[src/rtl/div_unit_pkg.sv]
// div_unit_pkg
// Shared constants for the EX-stage divider: result-ready levels, the
// DIV/DIVU control encoding and the 2-bit divider state encodings.
// No ports; imported by div_unit.
package div_unit_pkg;

  localparam int DIV_WIDTH = 32;
  localparam int DIV_CNT_W = 6;

  // div_ready levels seen by the hazard unit
  localparam logic DIV_RESULT_READY     = 1'b1;
  localparam logic DIV_RESULT_NOT_READY = 1'b0;

  // signed_div encoding: DIV is signed, DIVU is unsigned
  localparam logic DIV_CONTROL  = 1'b1;
  localparam logic DIVU_CONTROL = 1'b0;

  // DivByZero is resolved at accept time (the result is written on the
  // accept edge), so the FSM never rests in that encoding.
  typedef enum logic [1:0] {
    DivFree   = 2'b00,
    DivByZero = 2'b01,
    DivOn     = 2'b10,
    DivEnd    = 2'b11
  } div_state_e;

endpackage

[src/rtl/div_unit_step.sv]
// div_step
// One combinational iteration of a radix-2 restoring divide.
// Ports:
//   i_rem  partial remainder before this iteration
//   i_dvd  dividend/quotient shift register before this iteration
//   i_dvs  divisor magnitude
//   o_rem  partial remainder after this iteration
//   o_dvd  shift register after this iteration (new quotient bit in LSB)
module div_step #(
  parameter int WIDTH = 32
) (
  input  logic [WIDTH-1:0] i_rem,
  input  logic [WIDTH-1:0] i_dvd,
  input  logic [WIDTH-1:0] i_dvs,
  output logic [WIDTH-1:0] o_rem,
  output logic [WIDTH-1:0] o_dvd
);

  logic [WIDTH:0]   w_shifted;
  logic [WIDTH-1:0] w_diff;
  logic             w_fits;

  // The shifted partial remainder can momentarily need WIDTH+1 bits
  // (remainder < divisor <= 2^WIDTH-1), so the trial compare is done at
  // WIDTH+1 bits. When the subtraction does not borrow the true difference
  // is below the divisor, so a WIDTH-bit subtract yields it exactly.
  assign w_shifted = {i_rem, i_dvd[WIDTH-1]};
  assign w_fits    = (w_shifted >= {1'b0, i_dvs});
  assign w_diff    = w_shifted[WIDTH-1:0] - i_dvs;

  assign o_rem = w_fits ? w_diff : w_shifted[WIDTH-1:0];
  assign o_dvd = {i_dvd[WIDTH-2:0], w_fits};

endmodule

[src/rtl/div_unit.sv]
// div_unit
// Multi-cycle signed/unsigned radix-2 restoring divider for the EX stage.
// Answers the hazard unit's held div_start with a one-cycle div_ready and a
// {remainder, quotient} result for HI/LO.
// Ports:
//   clk         pipeline clock
//   rst_n       asynchronous active-low reset
//   div_start   level request, held until div_ready
//   signed_div  1 = DIV (signed), 0 = DIVU
//   opdata1     dividend, sampled at accept
//   opdata2     divisor, sampled at accept
//   annul       flush/exception cancel, aborts any operation
//   div_ready   result valid for exactly one cycle
//   result      {remainder (HI), quotient (LO)}, held until the next result
module div_unit
  import div_unit_pkg::*;
#(
  parameter int WIDTH = DIV_WIDTH,
  parameter int CNT_W = DIV_CNT_W
) (
  input  logic               clk,
  input  logic               rst_n,
  input  logic               div_start,
  input  logic               signed_div,
  input  logic [WIDTH-1:0]   opdata1,
  input  logic [WIDTH-1:0]   opdata2,
  input  logic               annul,
  output logic               div_ready,
  output logic [2*WIDTH-1:0] result
);

  div_state_e         r_state, w_state_nxt;
  logic [CNT_W-1:0]   r_cnt, w_cnt_nxt;
  logic [WIDTH-1:0]   r_rem, w_rem_nxt;
  logic [WIDTH-1:0]   r_dvd, w_dvd_nxt;
  logic [WIDTH-1:0]   r_dvs, w_dvs_nxt;
  logic               r_qneg, w_qneg_nxt;
  logic               r_rneg, w_rneg_nxt;
  logic               r_ready, w_ready_nxt;
  logic [2*WIDTH-1:0] r_result, w_result_nxt;

  logic               w_signed;
  logic               w_sign1;
  logic               w_sign2;
  logic [WIDTH-1:0]   w_abs1;
  logic [WIDTH-1:0]   w_abs2;
  logic [WIDTH-1:0]   w_step_rem;
  logic [WIDTH-1:0]   w_step_dvd;
  logic [WIDTH-1:0]   w_quot_fix;
  logic [WIDTH-1:0]   w_rem_fix;
  logic               w_last;

  // Operand magnitudes; for DIVU the raw bit patterns are used.
  assign w_signed = (signed_div == DIV_CONTROL);
  assign w_sign1  = w_signed & opdata1[WIDTH-1];
  assign w_sign2  = w_signed & opdata2[WIDTH-1];
  assign w_abs1   = w_sign1 ? -opdata1 : opdata1;
  assign w_abs2   = w_sign2 ? -opdata2 : opdata2;

  div_step #(
    .WIDTH (WIDTH)
  ) u_step (
    .i_rem (r_rem),
    .i_dvd (r_dvd),
    .i_dvs (r_dvs),
    .o_rem (w_step_rem),
    .o_dvd (w_step_dvd)
  );

  // Sign correction is applied to the final iteration's output so the
  // corrected result can be registered on the same edge that enters DivEnd.
  // Negating 0x80000000 wraps to itself, giving the two's-complement
  // overflow result for MIN/-1 without a trap.
  assign w_quot_fix = r_qneg ? -w_step_dvd : w_step_dvd;
  assign w_rem_fix  = r_rneg ? -w_step_rem : w_step_rem;
  assign w_last     = (r_cnt == CNT_W'(WIDTH - 1));

  always_comb begin
    w_state_nxt  = r_state;
    w_cnt_nxt    = r_cnt;
    w_rem_nxt    = r_rem;
    w_dvd_nxt    = r_dvd;
    w_dvs_nxt    = r_dvs;
    w_qneg_nxt   = r_qneg;
    w_rneg_nxt   = r_rneg;
    w_ready_nxt  = DIV_RESULT_NOT_READY;
    w_result_nxt = r_result;

    case (r_state)
      DivFree: begin
        if (div_start && !annul) begin
          if (opdata2 == '0) begin
            // Divide-by-zero is answered straight from accept.
            w_result_nxt = {opdata1, {WIDTH{1'b1}}};
            w_ready_nxt  = DIV_RESULT_READY;
            w_state_nxt  = DivEnd;
          end else begin
            w_dvd_nxt   = w_abs1;
            w_dvs_nxt   = w_abs2;
            w_qneg_nxt  = w_sign1 ^ w_sign2;
            w_rneg_nxt  = w_sign1;
            w_rem_nxt   = '0;
            w_cnt_nxt   = '0;
            w_state_nxt = DivOn;
          end
        end
      end

      DivOn: begin
        // A flush (annul) or a withdrawn request drops the operation.
        if (annul || !div_start) begin
          w_state_nxt = DivFree;
        end else begin
          w_rem_nxt = w_step_rem;
          w_dvd_nxt = w_step_dvd;
          w_cnt_nxt = r_cnt + CNT_W'(1);
          if (w_last) begin
            w_result_nxt = {w_rem_fix, w_quot_fix};
            w_ready_nxt  = DIV_RESULT_READY;
            w_state_nxt  = DivEnd;
          end
        end
      end

      // The DivEnd cycle is the one in which div_ready is visible.
      DivEnd:  w_state_nxt = DivFree;

      default: w_state_nxt = DivFree;
    endcase
  end

  always_ff @(posedge clk or negedge rst_n) begin
    if (!rst_n) begin
      r_state  <= DivFree;
      r_cnt    <= '0;
      r_rem    <= '0;
      r_dvd    <= '0;
      r_dvs    <= '0;
      r_qneg   <= 1'b0;
      r_rneg   <= 1'b0;
      r_ready  <= DIV_RESULT_NOT_READY;
      r_result <= '0;
    end else begin
      r_state  <= w_state_nxt;
      r_cnt    <= w_cnt_nxt;
      r_rem    <= w_rem_nxt;
      r_dvd    <= w_dvd_nxt;
      r_dvs    <= w_dvs_nxt;
      r_qneg   <= w_qneg_nxt;
      r_rneg   <= w_rneg_nxt;
      r_ready  <= w_ready_nxt;
      r_result <= w_result_nxt;
    end
  end

  assign div_ready = r_ready;
  assign result    = r_result;

endmodule
[config.mk]
export PLATFORM = sky130hd
export DESIGN_NAME = div_unit
export DESIGN_NICKNAME = d
export VERILOG_FILES = /design/src/rtl/div_unit_pkg.sv /design/src/rtl/div_unit_step.sv /design/src/rtl/div_unit.sv
export SDC_FILE = /design/constraint.sdc
export NUM_CORES = 1
export LEC_CHECK = 0
export ABC_AREA = 1
export CORE_UTILIZATION = 25
export DETAILED_ROUTE_END_ITERATION = 10
export GPL_TIMING_DRIVEN = 0
export RECOVER_POWER = 50
export SLEW_MARGIN = 20
export SYNTH_ARGS = -nofsm -noshare
export SYNTH_HDL_FRONTEND = slang
export SYNTH_HIERARCHICAL = 1
export SYNTH_SLANG_ARGS = --single-unit
[constraint.sdc]
create_clock -name clk -period 3.1 [get_ports clk]
set_clock_uncertainty 0.15 [all_clocks]
set_input_delay 0.31 -clock clk [delete_from_list [all_inputs] [get_ports clk]]
set_output_delay 0.31 -clock clk [all_outputs]
set_load 0.01 [all_outputs]
==> impl_results.md, run 1 <==
* Outcome: complete, but fails checks
* Failing checks: setup timing
* Clk root buf: clkbuf_16
* Core Region at 57800 um2
* H-tree Lvls at 4
* Max-cap violation count at 0
* Final worst slack at -212 ps
* Placed cell count at 3348
* Max-slew violations at 0
* Total congestion overflow at 0
* Sequential cell area at 4300 um2
* Hold path endpoint: result[55]$_DFFE_PN0P_
* IO Count at 134
* HP Start: result[55]$_DFFE_PN0P_
* Fin Hold WS at 324 ps
* Ys Warns at 6
* F_max at 302 MHz
* WL/cell at 16.5 um
* Final core occ at 34.1%
* P_sw at 5.29 mW
* Sw frac at 44.2%
* RSZ-0062 raised after global routing: yes
* Initial DRT Pass Iterations at 6
* Required time worst endpoint at 3320 ps
* Multi-input gate area at 9910 um2
* Die Height at 244 um
* FILL cells at 6340
* Synthesized area per cell at 5.99 um2
* Detailed placement HPWL at 44800 um
* Commonest cells after routing, fill and taps aside: nand2_1 (840), nor2_1 (300), inv_1 (268), nand3_1 (170), dfrtp_1 (152)
* Crit path DAT at 3530 ps
* Port Buffers at 133
* Hold Path Class: register to register
* Seq cells post-synth at 171
* Synthesized cell area at 14700 um2
* Number of antenna violations at the first check in global routing at 1
* PwrDens at 607 nW/um2
* Clk Latency, worst-skew pair at 480 ps
* Most common flop cell mapped by yosys: dfrtp_1
* Vias in the first global route at 15600
* Slew HR at 14.1%
* Worst Tran Pin Value at 1290 ps
* CP endpoint kind: register
* Maximum ir drop on the vdd rail at 0.000512 V
* Final nets at 2786
* Largest family of logic cells by synthesized area: simple AND/OR/NAND/NOR gates
* CTS buffer count at 17
* Reg power frac at 25.0%
* R2r setup slk at -210 ps
* Drc violations at 0
* CTS tree: done
* Synth unique cells at 47
* Die Span X at 244 um
* Tmin final at 3310 ps
* First-pass GRT wire length at 87400 um
* Via density at 4.72
* Final period util at 107%
* Largest net degree at the start of global routing at 77
* XOR/XNOR Fraction of Synth Area at 2.57%
* Layout cells sized above 1 at 19.7%
* Final Non-Filler Cells at 3458
* Detailed Route Iter0 Violations at 1171
* GPL Wtd Cong at 0.974
* Internal power at 6.67 mW
* Final ANT Viol Nets at 0
* Number of enable flip-flop cells after synthesis at 0
* P&R area growth vs syn at 34.4%
* Worst hold stages at 2
* Compound-Gate Fraction of Synth Area at 6.26%
* Combinational share of power at 54.7%
* Clock transition at path regs at 80 ps
* Total wire length at 57000 um
* Synth Area in Simple Gates at 46.1%
* Leakage power at 9.64 nW
* CP startpoint kind: register
* Worst slack, placed at -859 ps
* Clock Tree Buf Depth at 2
* Rows at 88
* Sequential share of the synthesized area at 29.2%
* Mapped Cells at 2448
* Synth Area in Adders at 3.29%
* Vias at 16300
* Critical Path Fanout Max at 5
* Starting Density at 25.4%
* Post-synthesis mux area share at 0%
* Clk network pwr share at 20.3%
* Mapped Nets at 2555
* R2R depth at 23
* Final setup fails at 43
* Reg-to-reg critical path startpoint: r_dvd[31]$_DFFE_PN0P_
* Async SR Flop Fraction at 100%
* Reg-to-Reg End: result[50]$_DFFE_PN0P_
* CP Class: register to register
* Full die area at 59600 um2
* Total GRT Usage at 19.0%
* Fin. Hold Viols at 0
* Clock Sinks at 171
* Commonest non-fill, non-tap cell in the layout: nand2_1
[worst max-delay path by stage]
| stage | from | endpoint | slack [ps] | cells after the start |
|---|---|---|---|---|
| after floorplan | r_rem[2]$_DFFE_PN0P_ | result[60]$_DFFE_PN0P_ | 30 | 24 |
| after global placement | rst_n | r_dvs[2]$_DFFE_PN0P_ | -5930 | 1 |
| after detailed placement | r_rem[23]$_DFFE_PN0P_ | result[58]$_DFFE_PN0P_ | -860 | 21 |
| after CTS | r_rem[29]$_DFFE_PN0P_ | result[55]$_DFFE_PN0P_ | -80 | 20 |
| after global routing | r_rem[2]$_DFFE_PN0P_ | result[58]$_DFFE_PN0P_ | -390 | 24 |
| final | r_dvd[31]$_DFFE_PN0P_ | result[50]$_DFFE_PN0P_ | -210 | 23 |
[routing by layer]
metal	global-route usage (%)	wire, um	vias up
li1	-	-	8048
met1	25.7	26000	7684
met2	30.7	25900	524
met3	2.22	3240	83
met4	7.32	1890	0
met5	0	0	-
[power by group through the flow]
stage                     sequential (mW)  clock [mW]  combinational [mW]
after floorplan                      3.04           0                2.98
after global placement               3.01           0                4.81
after detailed placement             3.01           0                4.82
after CTS                            2.99        2.47                5.76
after global routing                 3.04        2.54                7.13
final                                2.99        2.43                6.54
[cell type report]
| cell class | instances | area share [%] |
|---|---|---|
| multi-input combinational | 1853 | 50.3 |
| antenna | 1 | 0.0127 |
| sequential | 171 | 21.8 |
| clock buffer | 18 | 2.23 |
| inverter | 321 | 6.14 |
| tap | 765 | 4.86 |
| clock inverter | 14 | 1.03 |
| timing repair buffer | 213 | 10.2 |
| buffer | 102 | 3.34 |
[kinds of logic after synthesis]
| kind of cell | after synthesis |
|---|---|
| AND/OR/NAND/NOR | 1606 |
| flip-flops | 171 |
| XOR/XNOR | 43 |
| adder cells (fa/ha/maj) | 38 |
| buffers and inverters | 425 |
| AO/OA/AOI/OAI | 165 |
[Yosys cell counts (2+ instances only)]
cell / count / share of area, %
o21ai_0: 72 / 2.5
nor2_4: 6 / 0.46
inv_1: 302 / 7.7
nand3_1: 203 / 6.9
o21bai_1: 3 / 0.15
nor3_2: 4 / 0.27
a21oi_1: 46 / 1.6
clkbuf_1: 18 / 0.46
o21ai_1: 16 / 0.55
buf_1: 11 / 0.28
nand2_1: 928 / 24
or2_2: 2 / 0.085
buf_2: 32 / 1.1
a31oi_1: 4 / 0.17
nand4_1: 39 / 1.7
a21o_1: 2 / 0.10
xnor2_1: 5 / 0.30
xor2_1: 38 / 2.3
buf_6: 8 / 0.61
buf_4: 33 / 1.7
nand3_2: 18 / 1.2
nor2_1: 342 / 8.8
o221ai_1: 5 / 0.30
nor2_2: 11 / 0.47
o31ai_1: 2 / 0.10
ha_1: 37 / 3.2
o21a_1: 4 / 0.20
o211ai_1: 6 / 0.31
and2_1: 9 / 0.38
nand2_2: 4 / 0.17
inv_2: 18 / 0.46
nor3_1: 18 / 0.61
nand3b_1: 17 / 0.87
a22oi_1: 2 / 0.10
dfrtp_1: 171 / 29
[what timing repair did]
action,in CTS,in global routing
endpoints found under the setup margin,59,56
hold buffers,1,0
hold endpoints to repair,95,0
cloned,1,1
pin swaps,33,63
resized for setup,218,155
buffers inserted,37,39
[metrics by stage]
step | area [um2] | total power [mW] | setup TNS, ps
global route | 19700 | 12.7 | -28780
detailed placement | 17000 | 7.83 | -30480
finish | 19700 | 12.0 | -4160
CTS | 18900 | 11.2 | -942
floorplan | 14700 | 6.02 | 0
global placement | 16900 | 7.81 | -1037210
[critical path: stages (launching register included)]
cell and delay, ps:
dfrtp_1 400, inv_2 140, ha_4 230, nand2_2 90, nor2_1 40, nand3_1 110
nor2_1 50, nand2_1 80, nand2_2 70, nor2_4 260, nand2_8 110, nand2_1 100
o21ai_2 70, inv_2 90, ha_4 150, nand3_4 100, nor2_4 200, nand4_1 200
buf_4 190, buf_4 120, nand4_1 60, nand2_1 70, nand2_1 60, nand2_1 40
[flip-flops by register name (all words and copies together), names as in the netlist, 2 cells and up]
name and flops:
r_cnt 6, r_dvd 32, r_dvs 32, r_rem 32, r_state 2, result 64
No activity file was read; power rests on OpenSTA's default activity.
==> run 2, diff against run 1 <==
--- a/config.mk
+++ b/config.mk
@@ -6,10 +6,12 @@
 export NUM_CORES = 1
 export LEC_CHECK = 0
 export ABC_AREA = 1
-export CORE_UTILIZATION = 25
+export CORE_UTILIZATION = 50
 export DETAILED_ROUTE_END_ITERATION = 10
 export GPL_TIMING_DRIVEN = 0
+export PLACE_DENSITY = 0.74
 export RECOVER_POWER = 50
+export SKIP_LAST_GASP = 1
 export SLEW_MARGIN = 20
 export SYNTH_ARGS = -nofsm -noshare
 export SYNTH_HDL_FRONTEND = slang
==> run 2 against run 1 <==
  * The flow finishes with violations (capacitance limit, slew limit, setup timing)
  * Utilization is 31 points higher
  * Non-clock buffer count is 14 lower
  * Die area fell by 50%
  * Combinational power decreased by 1%
  * Sequential cell count did not move
  * Cell area down 4.3%
  * Cell count down 11%
  * Sequential power is essentially flat
  * Routed wire length shrank 1.7%
  * Total power decreased by 2.7%
  * Critical path depth is the same
  * Largest cell class unchanged
==> impl_results.md, run 2 (synthesis gave the netlist of run 1 again) <==
* Clock transition at path regs at 80 ps
* Leakage power at 9.51 nW
* Diode count at 0
* CP endpoint kind: register
* H-tree Lvls at 4
* Total GRT Usage at 37.3%
* GPL Wtd Cong at 0.984
* CTS tree: done
* IO Count at 134
* Reg-to-Reg End: result[54]$_DFFE_PN0P_
* Initial DRT Pass Iterations at 6
* Max-slew violations at 43
* Worst slack, placed at -803 ps
* Total wire length at 56000 um
* Final nets at 2771
* Final period util at 107%
* Placed cell count at 2967
* DP Area at 16500 um2
* Critical path's slowest cell: dfrtp_1
* Crit path largest cell delay at 400 ps
* Vias in the first global route at 15700
* Total congestion overflow at 0
* Tmin final at 3300 ps
* Maximum ir drop on the vdd rail at 0.000531 V
* Commonest cells after routing, fill and taps aside: nand2_1 (849), nor2_1 (300), inv_1 (257), nand3_1 (184), dfrtp_1 (156)
* Die Span X at 173 um
* Critical Path Fanout Max at 8
* Clk Latency, worst-skew pair at 470 ps
* Final core occ at 65.5%
* Final Cell Area at 18800 um2
* Critical path, cell by cell: inv_2, ha_4, nand2_2, nor2_2, nand3_1, nor2_1, nand2_2, nand2_2, nor2_4, nand2_8, buf_12, nand2_1, nand2_2, inv_2, nand3_4, nor2_4, nand4_1, nand2_2, nand2_1, nand2_1, nand3_1, nand2_1, nand2_1
* Clk root buf: clkbuf_16
* Clock Sinks at 171
* Final setup fails at 49
* Slew HR at -74.0%
* Worst setup path start: r_dvd[31]$_DFFE_PN0P_
* Detailed Route Iter0 Violations at 1954
* Core Region at 28800 um2
* PwrDens at 617 nW/um2
* Via density at 5.50
* Port Buffers at 133
* Max-cap violation count at 1
* CP Class: register to register
* CTS buffer count at 17
* RSZ-0062 raised after global routing: yes
* Layout cells sized above 1 at 18.3%
* Final worst slack at -205 ps
* R2r setup slk at -200 ps
* Vias at 16800
* Commonest non-fill, non-tap cell in the layout: nand2_1
* F_max at 303 MHz
* Outcome: complete, but fails checks
* Final Non-Filler Cells at 3061
* Hold Path Class: register to register
* Rows at 62
* First-pass GRT wire length at 86100 um
* Worst Setup EP: result[54]$_DFFE_PN0P_
* R2R depth at 23
* Number of antenna violations at the first check in global routing at 0
* Max reg flops at 64
* Largest net degree at the start of global routing at 68
* WL/cell at 18.3 um
* Reg-to-reg critical path startpoint: r_dvd[31]$_DFFE_PN0P_
* Fin. Hold Viols at 0
* Die Height at 173 um
* P&R area growth vs syn at 28.5%
* Starting Density at 50.9%
* Detailed placement HPWL at 43500 um
* Setup TNS at -5660 ps
* HP Start: result[43]$_DFFE_PN0P_
* Required time worst endpoint at 3310 ps
* Final ANT Viol Nets at 0
* Failing checks: capacitance limit, slew limit, setup timing
* Clock Tree Buf Depth at 2
* Full die area at 30000 um2
* Worst Tran Pin Value at 2610 ps
* Crit path DAT at 3510 ps
* CP startpoint kind: register
* Drc violations at 0
[run 2: cell types whose count changed in the layout (fill, tap and decap cells not counted), sizes merged]
cell | previous run | this run
buf | 163 | 149
diode | 1 | 0
clkdlybuf4s50 | 127 | 129
bufinv | 3 | 0
clkinv | 4 | 7
clkbuf | 37 | 36
inv | 327 | 328
nand2 | 935 | 934
dlygate4sd3 | 6 | 4
[run 2: worst min path at each step]
stage	cells after the start	slack [ps]	to
global placement	2	300	result[48]$_DFFE_PN0P_
detailed placement	1	80	r_dvs[28]$_DFFE_PN0P_
CTS	2	180	r_dvs[28]$_DFFE_PN0P_
floorplan	0	-140	div_ready$_DFF_PN0_
finish	2	320	result[43]$_DFFE_PN0P_
global route	2	350	r_dvd[17]$_DFFE_PN0P_
[run 2: metal layers]
layer  up-vias  global-route usage [%]  wire length, um
met5         -                       0                0
met2       749                    56.7            24100
met1      7947                    53.0            25500
met3       115                    8.00             5070
met4         0                    11.1             1390
li1       8025                       -                -
[run 2: area by class of cell]
type                    count  area, um2
flip-flops and latches    171       4300
multi-input cells        1852       9750
inverters                 321       1210
fillers                  2683       9940
plain buffers             103        651
well taps                 384        480
clock buffers              17        425
clock inverters            15        151
repair buffers            198       1870
[run 2: stage by stage]
stage	hold WS [ps]	total power, mW
after floorplan	-136	6.02
after global placement	303	7.73
after detailed placement	78.4	7.80
after CTS	182	11.0
after global routing	349	12.3
final	319	11.6
[run 2: worst max-delay path, delay by kind of cell, from the launching register on]
kind | cells | cell delay (ps)
simple gates | 19 | 1930
fa+ha+maj | 1 | 240
flops | 1 | 400
buf+inv | 3 | 430
[run 2: timing repair]
item,in CTS,in global routing
endpoints found under the hold margin,104,0
resized for setup,241,98
setup endpoints to repair,62,59
pin swaps,42,48
hold buffers,1,0
buffers inserted,40,22
[run 2: power by group]
group	internal (mW)	total [mW]	switching (mW)
registers	2.67	2.99	0.315
clock network	1.07	2.17	1.10
logic	2.60	6.47	3.87
==> patch, RTL diff (config.mk and constraints of run 2) <==
Register the inputs `div_start` and `signed_div` before use, cleared by the reset. The logic sees them one clock later. The other inputs are not delayed to match. Comments in the files are not updated.
--- a/src/rtl/div_unit.sv
+++ b/src/rtl/div_unit.sv
@@ -29,6 +29,19 @@
   output logic [2*WIDTH-1:0] result
 );
 
+  logic div_start_q;
+  logic signed_div_q;
+
+  always_ff @(posedge clk or negedge rst_n) begin
+    if (!rst_n) begin
+      div_start_q  <= '0;
+      signed_div_q <= '0;
+    end else begin
+      div_start_q  <= div_start;
+      signed_div_q <= signed_div;
+    end
+  end
+
   div_state_e         r_state, w_state_nxt;
   logic [CNT_W-1:0]   r_cnt, w_cnt_nxt;
   logic [WIDTH-1:0]   r_rem, w_rem_nxt;
@@ -51,7 +64,7 @@
   logic               w_last;
 
   // Operand magnitudes; for DIVU the raw bit patterns are used.
-  assign w_signed = (signed_div == DIV_CONTROL);
+  assign w_signed = (signed_div_q == DIV_CONTROL);
   assign w_sign1  = w_signed & opdata1[WIDTH-1];
   assign w_sign2  = w_signed & opdata2[WIDTH-1];
   assign w_abs1   = w_sign1 ? -opdata1 : opdata1;
@@ -88,7 +101,7 @@
 
     case (r_state)
       DivFree: begin
-        if (div_start && !annul) begin
+        if (div_start_q && !annul) begin
           if (opdata2 == '0) begin
             // Divide-by-zero is answered straight from accept.
             w_result_nxt = {opdata1, {WIDTH{1'b1}}};
@@ -108,7 +121,7 @@
 
       DivOn: begin
         // A flush (annul) or a withdrawn request drops the operation.
-        if (annul || !div_start) begin
+        if (annul || !div_start_q) begin
           w_state_nxt = DivFree;
         end else begin
           w_rem_nxt = w_step_rem;
Function: changed (Yosys sat finds a counterexample within 4 cycles, from zero or initial values and one cycle with rst_n low).
==> patch against run 2 <==
The flow still finishes with violations (max-capacitance violations, max-slew violations, negative setup slack). Wire length rose by 3.3%. Power is 25% lower. Area after synthesis fell by 1.4%. Setup slack lost 78 ps. Sequential power shrank 3%. Synthesized cell count fell by 4.2%. Critical path depth shrank 4. Sequential cell count increased by 2. Non-clock buffer count is 8 lower. Cell area is 0.85% lower. First-iteration DRC count down 1.8%. Utilization rose by 1.0 points. Critical path type unchanged. Critical endpoint is now result[53]. Largest cell class unchanged. Highest routed layer unchanged.
==> patch: results (changes against run 2) <==
- Placed cell count: 2857 (was 2967)
- First-pass GRT wire length: 86840 um (was 86060 um)
- Vias in the first global route: 15770 (was 15660)
- Final worst slack: -282.1 ps (was -204.6 ps)
- # fillers: 2577 (was 2683)
- HPWL after DPL: 44210 um (was 43530 um)
- MaxCap Viol Count: 1 (unchanged)
- # setup viols final: 49 (unchanged)
- Resize count post-CTS: 233 (was 241)
- Failing checks: max-capacitance violations, max-slew violations, negative setup slack (unchanged)
- Sw frac: 39.46% (was 45.45%)
- Largest net degree at the start of global routing: 91 (was 68)
- Met3 WL: 5583 um (was 5065 um)
- Top cells by count, synth: nand2_1 (890), inv_1 (292), nor2_1 (227) (was nand2_1 (928), nor2_1 (342), inv_1 (302))
- CP arrival: 3570 ps (was 3510 ps)
- Met2 usage: 60.71% (was 56.70%)
- DR pass1 iterations: 9 (was 6)
- Setup_tns: -6559 ps (was -5662 ps)
- Met1 Usage GRT: 51.40% (was 52.97%)
- Post-CTS setup buffer count: 36 (was 40)
- Reg-to-reg critical path startpoint: r_rem[24] (was r_dvd[31])
- Met1 WL: 23820 um (was 25520 um)
- Share of cells above drive strength 1: 18.39% (was 18.34%)
- Hold Path Sink: signed_div_q (was result[43])
- Worst hold path cell count: 1 (was 2)
- Net count after synthesis: 2452 (was 2555)
- Worst rel slew slack: -49.77% (was -73.96%)
- Status: finished with violations (unchanged)
- Min-delay src: signed_div (was result[43])
- Slew Limit Fails: 84 (was 43)
- Netlist cell types: 44 (was 47)
==> patch: changes by cell type in the layout (fill, tap and decap cells not counted), sizes merged, moves of 7 or more <==
cell,before,now
o21ai,88,142
nand2,934,899
buf,149,142
nand3,222,240
nor2,359,240
inv,328,308
a21oi,47,34
==> patch: logic make-up (layout without fill, tap and decap cells) <==
| logic type | after synthesis | count (layout) | synth area share [%] |
|---|---|---|---|
| compound gates | 211 | 211 | 7.940 |
| xor+xnor | 43 | 43 | 2.606 |
| fa+ha+maj | 38 | 38 | 3.342 |
| buf+inv | 408 | 628 | 12.80 |
| flops | 173 | 173 | 29.96 |
| simple gates | 1472 | 1473 | 43.35 |
==> patch: layout make-up <==
class                      instances  area share (%)
tap                              378           2.532
timing repair buffer             190           9.738
clock inverter                    12          0.6898
multi-input combinational       1765           51.35
inverter                         304           6.188
buffer                           103           3.885
sequential                       173           23.25
clock buffer                      19           2.371
